## config.mk

```make
export PLATFORM = sky130hd
export DESIGN_NAME = if_stage
export DESIGN_NICKNAME = d
export VERILOG_FILES = /design/src/rtl/if_pkg.sv /design/src/rtl/if_id_reg.sv /design/src/rtl/if_stage.sv
export SDC_FILE = /design/constraint.sdc
export NUM_CORES = 1
export LEC_CHECK = 0
export CAP_MARGIN = 0
export CORE_UTILIZATION = 57
export DETAILED_ROUTE_END_ITERATION = 8
export HOLD_SLACK_MARGIN = 0.08
export PLACE_DENSITY = 0.88
export SETUP_SLACK_MARGIN = 0.1
export SYNTH_ARGS = -nofsm -noshare
export SYNTH_HDL_FRONTEND = slang
export SYNTH_SLANG_ARGS = --single-unit
```

## constraint.sdc

```tcl
create_clock -name clk -period 8.6 [get_ports clk]
set_input_delay 1.29 -clock clk [delete_from_list [all_inputs] [get_ports clk]]
set_output_delay 1.29 -clock clk [all_outputs]
set_load 0.01 [all_outputs]
```

## src/rtl/if_pkg.sv

```systemverilog
// Shared types and constants for the RV32I instruction-fetch stage.
package if_pkg;

   localparam int unsigned XLEN = 32;

   localparam logic [XLEN-1:0] IF_NOP_INSTR = 32'h0000_0013;
   localparam logic [XLEN-1:0] IF_RESET_PC  = 32'h0000_0000;

   typedef enum logic [1:0] {
      ST_REQ  = 2'd0,
      ST_WAIT = 2'd1,
      ST_HOLD = 2'd2
   } if_state_e;

   // Redirect targets are forced onto a word boundary
   function automatic logic [XLEN-1:0] word_align(input logic [XLEN-1:0] addr);
      return addr & ~XLEN'(3);
   endfunction

endpackage : if_pkg

```

## src/rtl/if_id_reg.sv

```systemverilog
// IF/ID pipeline register: flush beats stall, stall holds, otherwise load or bubble.
module if_id_reg
   import if_pkg::*;
#(
   parameter logic [XLEN-1:0] NOP_INSTR = IF_NOP_INSTR
) (
   input  logic            clk,
   input  logic            rst_n,
   input  logic            i_stall,
   input  logic            i_flush,
   input  logic            i_load,
   input  logic [XLEN-1:0] i_pc,
   input  logic [XLEN-1:0] i_instr,
   output logic [XLEN-1:0] o_pc,
   output logic [XLEN-1:0] o_pc_plus4,
   output logic [XLEN-1:0] o_instr,
   output logic            o_valid
);

   // PC fields only move on a real load; bubbles and flushes keep the last PC
   always_ff @(posedge clk or negedge rst_n) begin
      if (!rst_n) begin
         o_pc       <= '0;
         o_pc_plus4 <= XLEN'(4);
         o_instr    <= NOP_INSTR;
         o_valid    <= 1'b0;
      end else if (i_flush) begin
         o_instr    <= NOP_INSTR;
         o_valid    <= 1'b0;
      end else if (!i_stall) begin
         if (i_load) begin
            o_pc       <= i_pc;
            o_pc_plus4 <= i_pc + XLEN'(4);
            o_instr    <= i_instr;
            o_valid    <= 1'b1;
         end else begin
            o_instr    <= NOP_INSTR;
            o_valid    <= 1'b0;
         end
      end
   end

endmodule : if_id_reg

```

## src/rtl/if_stage.sv

```systemverilog
// RV32I fetch stage: PC, single-outstanding imem handshake, skid buffer, IF/ID register.
// Optional IF_PERF_CNT_EN adds fetch and kill performance counters.
module if_stage
   import if_pkg::*;
#(
   parameter logic [XLEN-1:0] RESET_PC  = IF_RESET_PC,
   parameter logic [XLEN-1:0] NOP_INSTR = IF_NOP_INSTR
) (
   input  logic            clk,
   input  logic            rst_n,
   output logic            imem_req,
   output logic [XLEN-1:0] imem_addr,
   input  logic            imem_gnt,
   input  logic            imem_rvalid,
   input  logic [XLEN-1:0] imem_rdata,
   input  logic            stall_D,
   input  logic            redirect_E,
   input  logic [XLEN-1:0] redirect_pc_E,
   output logic [XLEN-1:0] PC_D,
   output logic [XLEN-1:0] PCPlus4_D,
   output logic [XLEN-1:0] Instr_D,
   output logic            valid_D
`ifdef IF_PERF_CNT_EN
   ,
   output logic [XLEN-1:0] perf_fetch_cnt,
   output logic [XLEN-1:0] perf_kill_cnt
`endif
);

   if_state_e       r_state, w_state_n;
   logic [XLEN-1:0] r_pc, w_pc_n;
   logic [XLEN-1:0] r_fpc, w_fpc_n;
   logic [XLEN-1:0] r_skid_pc, w_skid_pc_n;
   logic [XLEN-1:0] r_skid_instr, w_skid_instr_n;
   logic            r_kill, w_kill_n;
   logic            r_req, w_req_n;
   logic            w_grant;
   logic            w_load;
   logic [XLEN-1:0] w_load_pc, w_load_instr;
   logic [XLEN-1:0] w_redir_pc;

   assign w_grant    = (r_state == ST_REQ) & r_req & imem_gnt;
   assign w_redir_pc = word_align(redirect_pc_E);

   assign imem_req  = r_req;
   assign imem_addr = r_pc;

   // State and fetch-side registers
   always_ff @(posedge clk or negedge rst_n) begin
      if (!rst_n) begin
         r_state      <= ST_REQ;
         r_pc         <= RESET_PC;
         r_fpc        <= '0;
         r_skid_pc    <= '0;
         r_skid_instr <= NOP_INSTR;
         r_kill       <= 1'b0;
         r_req        <= 1'b0;
      end else begin
         r_state      <= w_state_n;
         r_pc         <= w_pc_n;
         r_fpc        <= w_fpc_n;
         r_skid_pc    <= w_skid_pc_n;
         r_skid_instr <= w_skid_instr_n;
         r_kill       <= w_kill_n;
         r_req        <= w_req_n;
      end
   end

   // Next-state logic; a redirect always wins over stall and over a delivery
   always_comb begin
      w_state_n      = r_state;
      w_pc_n         = r_pc;
      w_fpc_n        = r_fpc;
      w_skid_pc_n    = r_skid_pc;
      w_skid_instr_n = r_skid_instr;
      w_kill_n       = r_kill;
      w_load         = 1'b0;
      w_load_pc      = r_fpc;
      w_load_instr   = imem_rdata;

      case (r_state)
         ST_REQ: begin
            if (w_grant) begin
               w_fpc_n   = r_pc;
               w_pc_n    = r_pc + XLEN'(4);
               w_state_n = ST_WAIT;
               w_kill_n  = redirect_E;
            end
         end
         ST_WAIT: begin
            if (imem_rvalid) begin
               if (redirect_E || r_kill) begin
                  w_kill_n  = 1'b0;
                  w_state_n = ST_REQ;
               end else if (stall_D) begin
                  w_skid_pc_n    = r_fpc;
                  w_skid_instr_n = imem_rdata;
                  w_state_n      = ST_HOLD;
               end else begin
                  w_load    = 1'b1;
                  w_state_n = ST_REQ;
               end
            end else if (redirect_E) begin
               w_kill_n = 1'b1;
            end
         end
         ST_HOLD: begin
            if (redirect_E) begin
               w_state_n = ST_REQ;
            end else if (!stall_D) begin
               w_load       = 1'b1;
               w_load_pc    = r_skid_pc;
               w_load_instr = r_skid_instr;
               w_state_n    = ST_REQ;
            end
         end
         default: begin
            w_state_n = ST_REQ;
            w_kill_n  = 1'b0;
         end
      endcase

      if (redirect_E) begin
         w_pc_n = w_redir_pc;
      end

      w_req_n = (w_state_n == ST_REQ);
   end

   if_id_reg #(
      .NOP_INSTR (NOP_INSTR)
   ) u_if_id_reg (
      .clk        (clk),
      .rst_n      (rst_n),
      .i_stall    (stall_D),
      .i_flush    (redirect_E),
      .i_load     (w_load),
      .i_pc       (w_load_pc),
      .i_instr    (w_load_instr),
      .o_pc       (PC_D),
      .o_pc_plus4 (PCPlus4_D),
      .o_instr    (Instr_D),
      .o_valid    (valid_D)
   );

`ifdef IF_PERF_CNT_EN
   logic            w_resp_drop;
   logic            w_skid_drop;
   logic            w_valid_flush;
   logic [XLEN-1:0] w_kill_inc;

   // A discarded skid entry counts as a dropped response
   assign w_resp_drop   = (r_state == ST_WAIT) & imem_rvalid & (r_kill | redirect_E);
   assign w_skid_drop   = (r_state == ST_HOLD) & redirect_E;
   assign w_valid_flush = redirect_E & valid_D;
   assign w_kill_inc    = XLEN'(w_resp_drop) + XLEN'(w_skid_drop) + XLEN'(w_valid_flush);

   always_ff @(posedge clk or negedge rst_n) begin
      if (!rst_n) begin
         perf_fetch_cnt <= '0;
         perf_kill_cnt  <= '0;
      end else begin
         if (w_load && !redirect_E && !stall_D) begin
            perf_fetch_cnt <= perf_fetch_cnt + XLEN'(1);
         end
         perf_kill_cnt <= perf_kill_cnt + w_kill_inc;
      end
   end
`endif

endmodule : if_stage

```

==> out/qor.csv <==
metric;value;unit
core area;0.01802;mm²
register bit count reported by yosys;223;
IO Count;200;
synth cell count leaders;nand2_1, dfrtp_1, o21ai_0, mux2_2, mux2i_1;
Required @ worst endpoint;9050;ps
Critical Path Start Type;primary input;
Max-Cap Viols;0;
PD cells;280.9;mW/mm²
Final nets;1290;
Worst Skew;18.36;ps
Area contributors post-synth;dfrtp_1, nand2_1, mux2_2;
die height;137.9;µm
clk slew on worst S/H paths;60;ps
drt wl/cell;17.64;µm
Syn Std Cell Area;0.01052;mm²
count leader, synth;nand2_1;
status;finished clean;
antenna viol nets, final;0;
PortBufs;195;
initial core utilization;58.38;%
H-Tree Depth;1;
fmax;209.4;MHz
CTS tree;yes;
std cell rows;49;
Slew HR;25.35;%
CP Class;in2reg;
n_diodes;0;
Inserted Clock Buffers;24;
post-layout minimum cycle time;4776;ps
Critical Path Fanout Max;67;
sequential share of the synthesized area;53.12;%
DIE AREA;0.01901;mm²
placed cell count;1417;
Longest Clk Path Bufs;3;
vias per cell;5.875;
1st-iter DRT viols;673;
setup bufs post-CTS;0;
fin. max-slew vios;0;
layout cells sized above 1;11.13;%
CP Data Arrival Time;5220;ps
VDD IR max;0.1818;mV
clock latency on the worst-skew pair;520;ps
first-pass GRT wire length;41160;µm
Final Non-Filler Cells;1460;
Ys Warns;0;
cts hold-fix bufs;0;
RSZ-0062 raised after global routing;false;
Die Wd;137.9;µm
EDFF count, synth;0;
initial antenna violation count;0;
GP Congestion;0.8887;
Slew @ Worst Pin;1120;ps
Layout fillers;1253;
Area growth syn-to-layout;27.65;%
largest net degree at the start of global routing;107;
final core occ;74.52;%
vias in the first global route;8132;
Fin Setup TNS;0;ps
Hold Violations, Final;0;
Synth Area per Inst;10.10;µm²
Crit. End Element;flop;
total power;0.003773;W
remaining global-route overflow;0;
Leak;5.908;nW
clk sinks;223;
dpl hpwl;17340;µm
wirelength, routed;25760;µm
ys flop type;dfrtp_1;
hold crit path type;reg2reg;
Final Setup Violations;0;
synth unique cells;59;
Tot GR Track Use;27.37;%
Final period util;55.53;%
clock root cell;clkbuf_16;
Synth top area share;51.37;%
Synth Instances;1042;
Residual DRC;0;
via count;8578;
drt pass-1 iters;5;
fraction of registers with async set/reset;100.0;%
PostCTS Resize Cnt;0;
area leader, netlist;dfrtp_1;
[layout make-up]
class / instances / area, µm² / area share [%]
clock buffer: 34 / 698.2 / 5.198
clock inverter: 9 / 137.6 / 1.025
sequential: 223 / 5589 / 41.61
timing repair buffer: 209 / 2057 / 15.31
tap: 229 / 286.5 / 2.133
inverter: 13 / 48.80 / 0.3633
multi-input combinational: 743 / 4614 / 34.36
[power by group]
part | internal [W] | switching (W)
combinational | 0.000524 | 0.000491
sequential | 0.00137 | 0.000312
clock | 0.000657 | 0.000419
total | 0.00255 | 0.00122
[routing by layer]
| layer | track usage, % | wire, µm |
|---|---|---|
| met2 | 42.47 | 12020 |
| met5 | 0 | 0 |
| met1 | 40.77 | 11700 |
| met4 | 7.126 | 454 |
| met3 | 3.363 | 1580 |
[path summary, 6_finish.rpt]
kind	startpoint	endpoint	slack (ps)	depth (start not counted)
min in group asynchronous	rst_n	u_if_id_reg.o_instr[9]$_DFFE_PN0P_	790	1
max in group asynchronous	rst_n	u_if_id_reg.o_pc[25]$_DFFE_PN0P_	6420	2
worst min-delay path	u_if_id_reg.o_pc[25]$_DFFE_PN0P_	u_if_id_reg.o_pc[25]$_DFFE_PN0P_	480	1
worst max register to register	r_state[0]$_DFF_PN0_	u_if_id_reg.o_pc_plus4[18]$_DFFE_PN0P_	4410	12
worst max-delay path	redirect_E	u_if_id_reg.o_pc_plus4[18]$_DFFE_PN0P_	3820	12
worst min register to register	u_if_id_reg.o_pc[25]$_DFFE_PN0P_	u_if_id_reg.o_pc[25]$_DFFE_PN0P_	480	1
[kinds of logic after synthesis]
kind of cell	count (synthesis)	share of synthesized area (%)
mux	120	12.19
compound gates	172	9.988
buf+inv	77	3.175
simple gates	401	17.29
other cells	1	0.03564
fa+ha+maj	6	0.7134
flops	223	53.12
xor+xnor	42	3.496
[per-stage QoR]
step                      hold slack [ps]  instance area, µm²  worst slack, ps
final                               476.8               13430             3824
after global placement              453.9               12600             3574
after global routing                494.3               13430             3525
after detailed placement            469.0               12600             3379
after floorplan                     458.7               10530             4640
after CTS                           481.5               13430             3899
[flip-flops by register name (all words and copies together), names as in the netlist, 2 cells and up]
name	cells
r_skid_instr	32
r_skid_pc	32
u_if_id_reg.o_instr	32
u_if_id_reg.o_pc	32
imem_addr	30
r_fpc	30
u_if_id_reg.o_pc_plus4	30
r_state	2
[placed cells by master, fill, tap and decap left out, types with 6 or more instances in the layout]
master	count
mux2i_1	57
xor2_1	23
dfrtp_1	216
nor3_1	18
a31oi_1	8
o311ai_0	7
o21ai_0	96
buf_4	14
xnor2_1	19
clkbuf_16	24
clkdlybuf4s50_1	193
nand4_1	35
mux2_2	62
a21oi_1	12
nand2_1	232
clkbuf_8	6
nor2_1	43
dfstp_2	7
a21o_1	12
inv_1	13
nand3_1	33
and3_1	11
nor4_1	7
[critical path, cell delays in order]
cell and delay (ps):
buf_2 90, buf_4 480, or3b_2 220, buf_4 520, nand2_1 140, nand2_1 130
ha_1 260, nand2_1 100, nor4_1 580, o221ai_1 620, or4_1 670, nand3_1 100
Note: power is estimated with default switching activity, not from simulation.
==> RTL edit 1, RTL diff (same flow settings) <==
Build with the macro `IF_PERF_CNT_EN` defined.
--- a/src/rtl/if_stage.sv
+++ b/src/rtl/if_stage.sv
@@ -2,2 +2,4 @@
 // Optional IF_PERF_CNT_EN adds fetch and kill performance counters.
+`define IF_PERF_CNT_EN
+
 module if_stage
Formal check against the unedited RTL (old outputs only; new: perf_fetch_cnt and perf_kill_cnt): equivalent (Yosys induction, for registers that start in step).
==> RTL edit 1 against the original RTL <==
Total power up 14%; critical path depth down 1; design area up 27%; final cell count up 26%; sequential cell count up 64; die area up 26%; sequential share of layout area up 0.51 points; worst setup slack better by 0.33 ns; area after synthesis up 26%; hold slack worse by 0.0038 ns; clock power up 15%; global-route usage up 0.42 points; wire length up 28%.
==> RTL edit 1: results (changes against the original RTL) <==
Mapped Cells: 1,274 (+22%)
Crit path from: stall_D
Fillers: 1,551 (+24%)
Worst Reg-to-Reg Cells: 13 (+1)
Place WS: 3.655 ns (+0.2766 ns)
Area contributors post-synth: dfrtp_1 (53%), nand2_1 (7.4%), mux2_2 (5.7%)
Via/cell ratio: 5.657 (-3.7%)
Clock latency on the worst-skew pair: 0.55 ns (+0.03 ns)
Vias in the first global route: 10,430 (+28%)
Worst r2r dst: u_if_id_reg.o_pc_plus4[16]$_DFFE_PN0P_
Top cells by count, synth: dfrtp_1 (280), nand2_1 (263), o21ai_0 (86)
Outcome: complete, no violations
Largest net degree at the start of global routing: 168 (+57%)
LEAKAGE: 7.427 nW (+26%)
Initial detailed-routing violation count: 876 (+30%)
Finished Cell Area: 0.01707 mm^2 (+27%)
CTS Buf Count: 30 (+25%)
DR WL/cell: 17.86 um (+1.2%)
Reg-to-reg slack, setup: 4.38 ns (-0.03 ns)
Post-DP Area: 0.01611 mm^2 (+28%)
Register area share after synthesis: 54.07% (+0.96 points)
GRT Overall Usage: 27.78% (+0.42 points)
Peak supply drop: 0.0002031 V (+12%)
Synth cell types: 65 (+10%)
Layout cells sized above 1: 9.536% (-1.6 points)
Placer Congestion: 0.8821 (-0.74%)
==> RTL edit 1: cell types whose count changed after synthesis, moves of 7 or more <==
cell      change
a21oi_1       +7
and2_1        +7
and4_1       +12
clkbuf_1      +7
dfrtp_1      +64
nand2_1      +31
nand3_1      +24
nand4_1      +13
o21ai_0      -10
xnor2_1      +58
==> RTL edit 1: kinds of logic after synthesis <==
| logic type | after synthesis | share of synthesized area (%) |
|---|---|---|
| AOI/OAI and AO/OA | 165 | 7.603 |
| xor gates and xnor gates | 106 | 6.982 |
| muxes | 124 | 9.992 |
| adders and majority gates | 11 | 1.148 |
| and+or+nand+nor | 500 | 17.67 |
| buffers and inverters | 80 | 2.503 |
| other | 1 | 0.02820 |
| DFF | 287 | 54.07 |
==> RTL edit 1: report_power, final <==
group	switching, mW	total [mW]	internal [mW]
combinational	0.503	1.05	0.549
clock	0.511	1.24	0.733
sequential	0.316	2.00	1.68
==> RTL edit 1: area by class of cell <==
cell class / instances / area share, %
multi-input cells: 908 / 33.99
inverters: 9 / 0.1979
repair buffers: 271 / 15.79
flip-flops and latches: 287 / 42.12
clock buffers: 47 / 5.189
well taps: 313 / 2.294
clock inverters: 9 / 0.4251
==> RTL edit 1: metal layers <==
| metal | up-vias | global-route usage [%] | wire length (um) |
|---|---|---|---|
| met3 | 69 | 6.697 | 2568 |
| met2 | 403 | 43.27 | 15270 |
| met5 | - | 0 | 0 |
| met4 | 0 | 8.864 | 882 |
| met1 | 5056 | 38.58 | 14210 |
| li1 | 4903 | - | - |
==> RTL edit 1: worst min path at each step <==
| stage | start | to | slack, ns | cells past startpoint |
|---|---|---|---|---|
| after floorplan | r_skid_pc[0]$_DFFE_PN0P_ | r_skid_pc[0]$_DFFE_PN0P_ | 0.45 | 1 |
| after global placement | u_if_id_reg.o_pc_plus4[2]$_DFFE_PN1P_ | u_if_id_reg.o_pc_plus4[2]$_DFFE_PN1P_ | 0.45 | 2 |
| after detailed placement | u_if_id_reg.o_pc[30]$_DFFE_PN0P_ | u_if_id_reg.o_pc[30]$_DFFE_PN0P_ | 0.46 | 1 |
| after CTS | perf_kill_cnt[31]$_DFF_PN0_ | perf_kill_cnt[31]$_DFF_PN0_ | 0.47 | 1 |
| after global routing | u_if_id_reg.o_pc[23]$_DFFE_PN0P_ | u_if_id_reg.o_pc[23]$_DFFE_PN0P_ | 0.48 | 1 |
| final | u_if_id_reg.o_pc[30]$_DFFE_PN0P_ | u_if_id_reg.o_pc[30]$_DFFE_PN0P_ | 0.47 | 1 |
==> RTL edit 1: critical path, cell delays in order <==
cell and delay [ns]:
clkdlybuf4s50_1 0.75, or3b_2 0.20, buf_4 0.49, nand2_1 0.11, nand2_1 0.11, ha_1 0.20, inv_1 0.10, or4_1 0.73
a2111oi_2 0.50, xor2_1 0.21, o21ai_0 0.11
==> RTL edit 2, RTL diff (config.mk and constraints unchanged) <==
Made on the original files. Re-encode `if_state_e` (3 states) as one-hot, 3 bits wide.
--- a/src/rtl/if_pkg.sv
+++ b/src/rtl/if_pkg.sv
@@ -8,6 +8,6 @@
 
-   typedef enum logic [1:0] {
-      ST_REQ  = 2'd0,
-      ST_WAIT = 2'd1,
-      ST_HOLD = 2'd2
+   typedef enum logic [2:0] {
+      ST_REQ  = 3'b001,
+      ST_WAIT = 3'b010,
+      ST_HOLD = 3'b100
    } if_state_e;
Formal check against the unedited RTL: no difference found for any inputs over 4 cycles, from zero or initial values and one cycle with rst_n low; so few cycles prove little.
==> RTL edit 2 against the original RTL <==
Count of clock-buffer cells in the layout is 7 lower; area after synthesis is 2.2% higher; largest cell class unchanged; worst setup slack better by 0.0090 ns; total power is 0.13% higher; design area is 1.3% higher; sequential cell count is 1 higher; clock skew is 0.0049 ns lower; register-to-register slack better by 0.21 ns; wire length is 9.4% higher.
==> RTL edit 2: results (changes against the original RTL) <==
Outcome: complete, no violations
Synth cell types: 62 (+5.1%)
Register area share after synthesis: 52.23% (-0.88 points)
Fraction of area in multi-input gates: 35.55% (+1.2 points)
Met3 usage: 4.542% (+1.2 points)
Worst EP arrival: 5.12 ns (-0.10 ns)
First-pass DRT Iterations: 6 (+1)
Internal power: 2.560 mW (+0.34%)
Non-CTS inverters: 9 (-4)
LEAKAGE: 6.203 nW (+5.0%)
Slowest stage cell, crit path: nor2_1
Worst Skew: 0.01346 ns (-0.004898 ns)
Horiz. Die Dim: 139.3 um (+1.1%)
Top cells by count, synth: nand2_1 (225), dfrtp_1 (216), o21ai_0 (109)
First-pass GRT wire length: 45,980 um (+12%)
Largest net degree at the start of global routing: 120 (+12%)
Layout cells sized above 1: 11.73% (+0.60 points)
CTS Buf Count: 23 (-4.2%)
Max stage delay on crit path: 0.75 ns (+0.08 ns)
Met3 wire len: 2158 um (+37%)
Final clock-cell share: 5.892% (-0.33 points)
Clock root buffer: clkbuf_16
Peak supply drop: 0.0001435 V (-21%)
Placer Congestion: 0.8886 (about the same)
Nonclk buf count: 206 (-1.4%)
Worst-path maximum fanout: 22 (-67%)
Metal-1 WL: 12,110 um (+3.5%)
Sequential fraction of design power: 45.5% (+0.9 points)
Rel. slew slack: 29.16% (+3.8 points)
Area grow syn2layout: 26.62%
DR WL/cell: 19.01 um (+7.8%)
DR vias: 9,028 (+5.2%)
FF/Latch Area: 0.005615 mm^2 (+0.47%)
Hpwl dp: 18,600 um (+7.3%)
Final Net Count: 1,309 (+1.5%)
Routed wl met2: 13,080 um (+8.8%)
Clock buffer count: 27 (-21%)
Signal buffers share of area: 14.95% (-0.37 points)
#MultiIn Comb: 773 (+4.0%)
Initial detailed-routing violation count: 934 (+39%)
Clk sinks: 224 (+0.45%)
Vias in the first global route: 8,871 (+9.1%)
Area contributors post-synth: dfrtp_1 (50%), nand2_1 (7.9%), mux2_2 (7.6%)
Fillers: 1,231 (-1.8%)
GRT Overall Usage: 29.40% (+2.0 points)
Post-DP Area: 0.01281 mm^2 (+1.7%)
Power Sequential: 1.72 mW (+2%)
Global Route met2 Usage: 46.73% (+4.3 points)
-- RTL edit 2: cell types whose count changed in the layout (fill, tap and decap cells not counted), sizes merged, moves of 8 or more --
cell   before  now
and3       11   19
and4        0   15
a22oi       1    9
nor2       43   29
mux2i      58   46
and2        1   13
mux2       62   73
a21o       12    3
o21ai      96  109
-- RTL edit 2: metrics by stage --
stage	worst slack [ns]	std cells
floorplan	4.607	1070
global placement	3.483	1441
detailed placement	3.416	1441
CTS	3.953	1482
global route	3.662	1482
finish	3.833	1482
-- RTL edit 2: cells by family after synthesis --
logic type	after synthesis	share of synthesized area [%]
flip-flops	224	52.23
other	1	0.03488
XOR/XNOR	39	3.177
AO/OA/AOI/OAI	198	11.22
buffers and inverters	73	2.886
adder cells (fa/ha/maj)	2	0.2327
multiplexers	119	11.93
AND/OR/NAND/NOR	413	18.28
-- RTL edit 2: worst paths after layout --
path | start | endpoint | slack, ns | cells after the start
max | stall_D | u_if_id_reg.o_pc_plus4[26]$_DFFE_PN0P_ | 3.83 | 10
min | u_if_id_reg.o_pc_plus4[2]$_DFFE_PN1P_ | u_if_id_reg.o_pc_plus4[2]$_DFFE_PN1P_ | 0.46 | 2
max reg2reg | r_state[2]$_DFF_PN0_ | u_if_id_reg.o_pc_plus4[26]$_DFFE_PN0P_ | 4.62 | 9
min reg2reg | u_if_id_reg.o_pc_plus4[2]$_DFFE_PN1P_ | u_if_id_reg.o_pc_plus4[2]$_DFFE_PN1P_ | 0.46 | 2
max in group asynchronous | rst_n | u_if_id_reg.o_pc[25]$_DFFE_PN0P_ | 6.39 | 2
min in group asynchronous | rst_n | u_if_id_reg.o_instr[27]$_DFFE_PN0P_ | 0.77 | 1
-- RTL edit 2: worst min-delay path, cell delays in order, from the launching register on --
cell and delay, ns:
dfstp_2 0.37, nand2_1 0.05, nand2_1 0.05
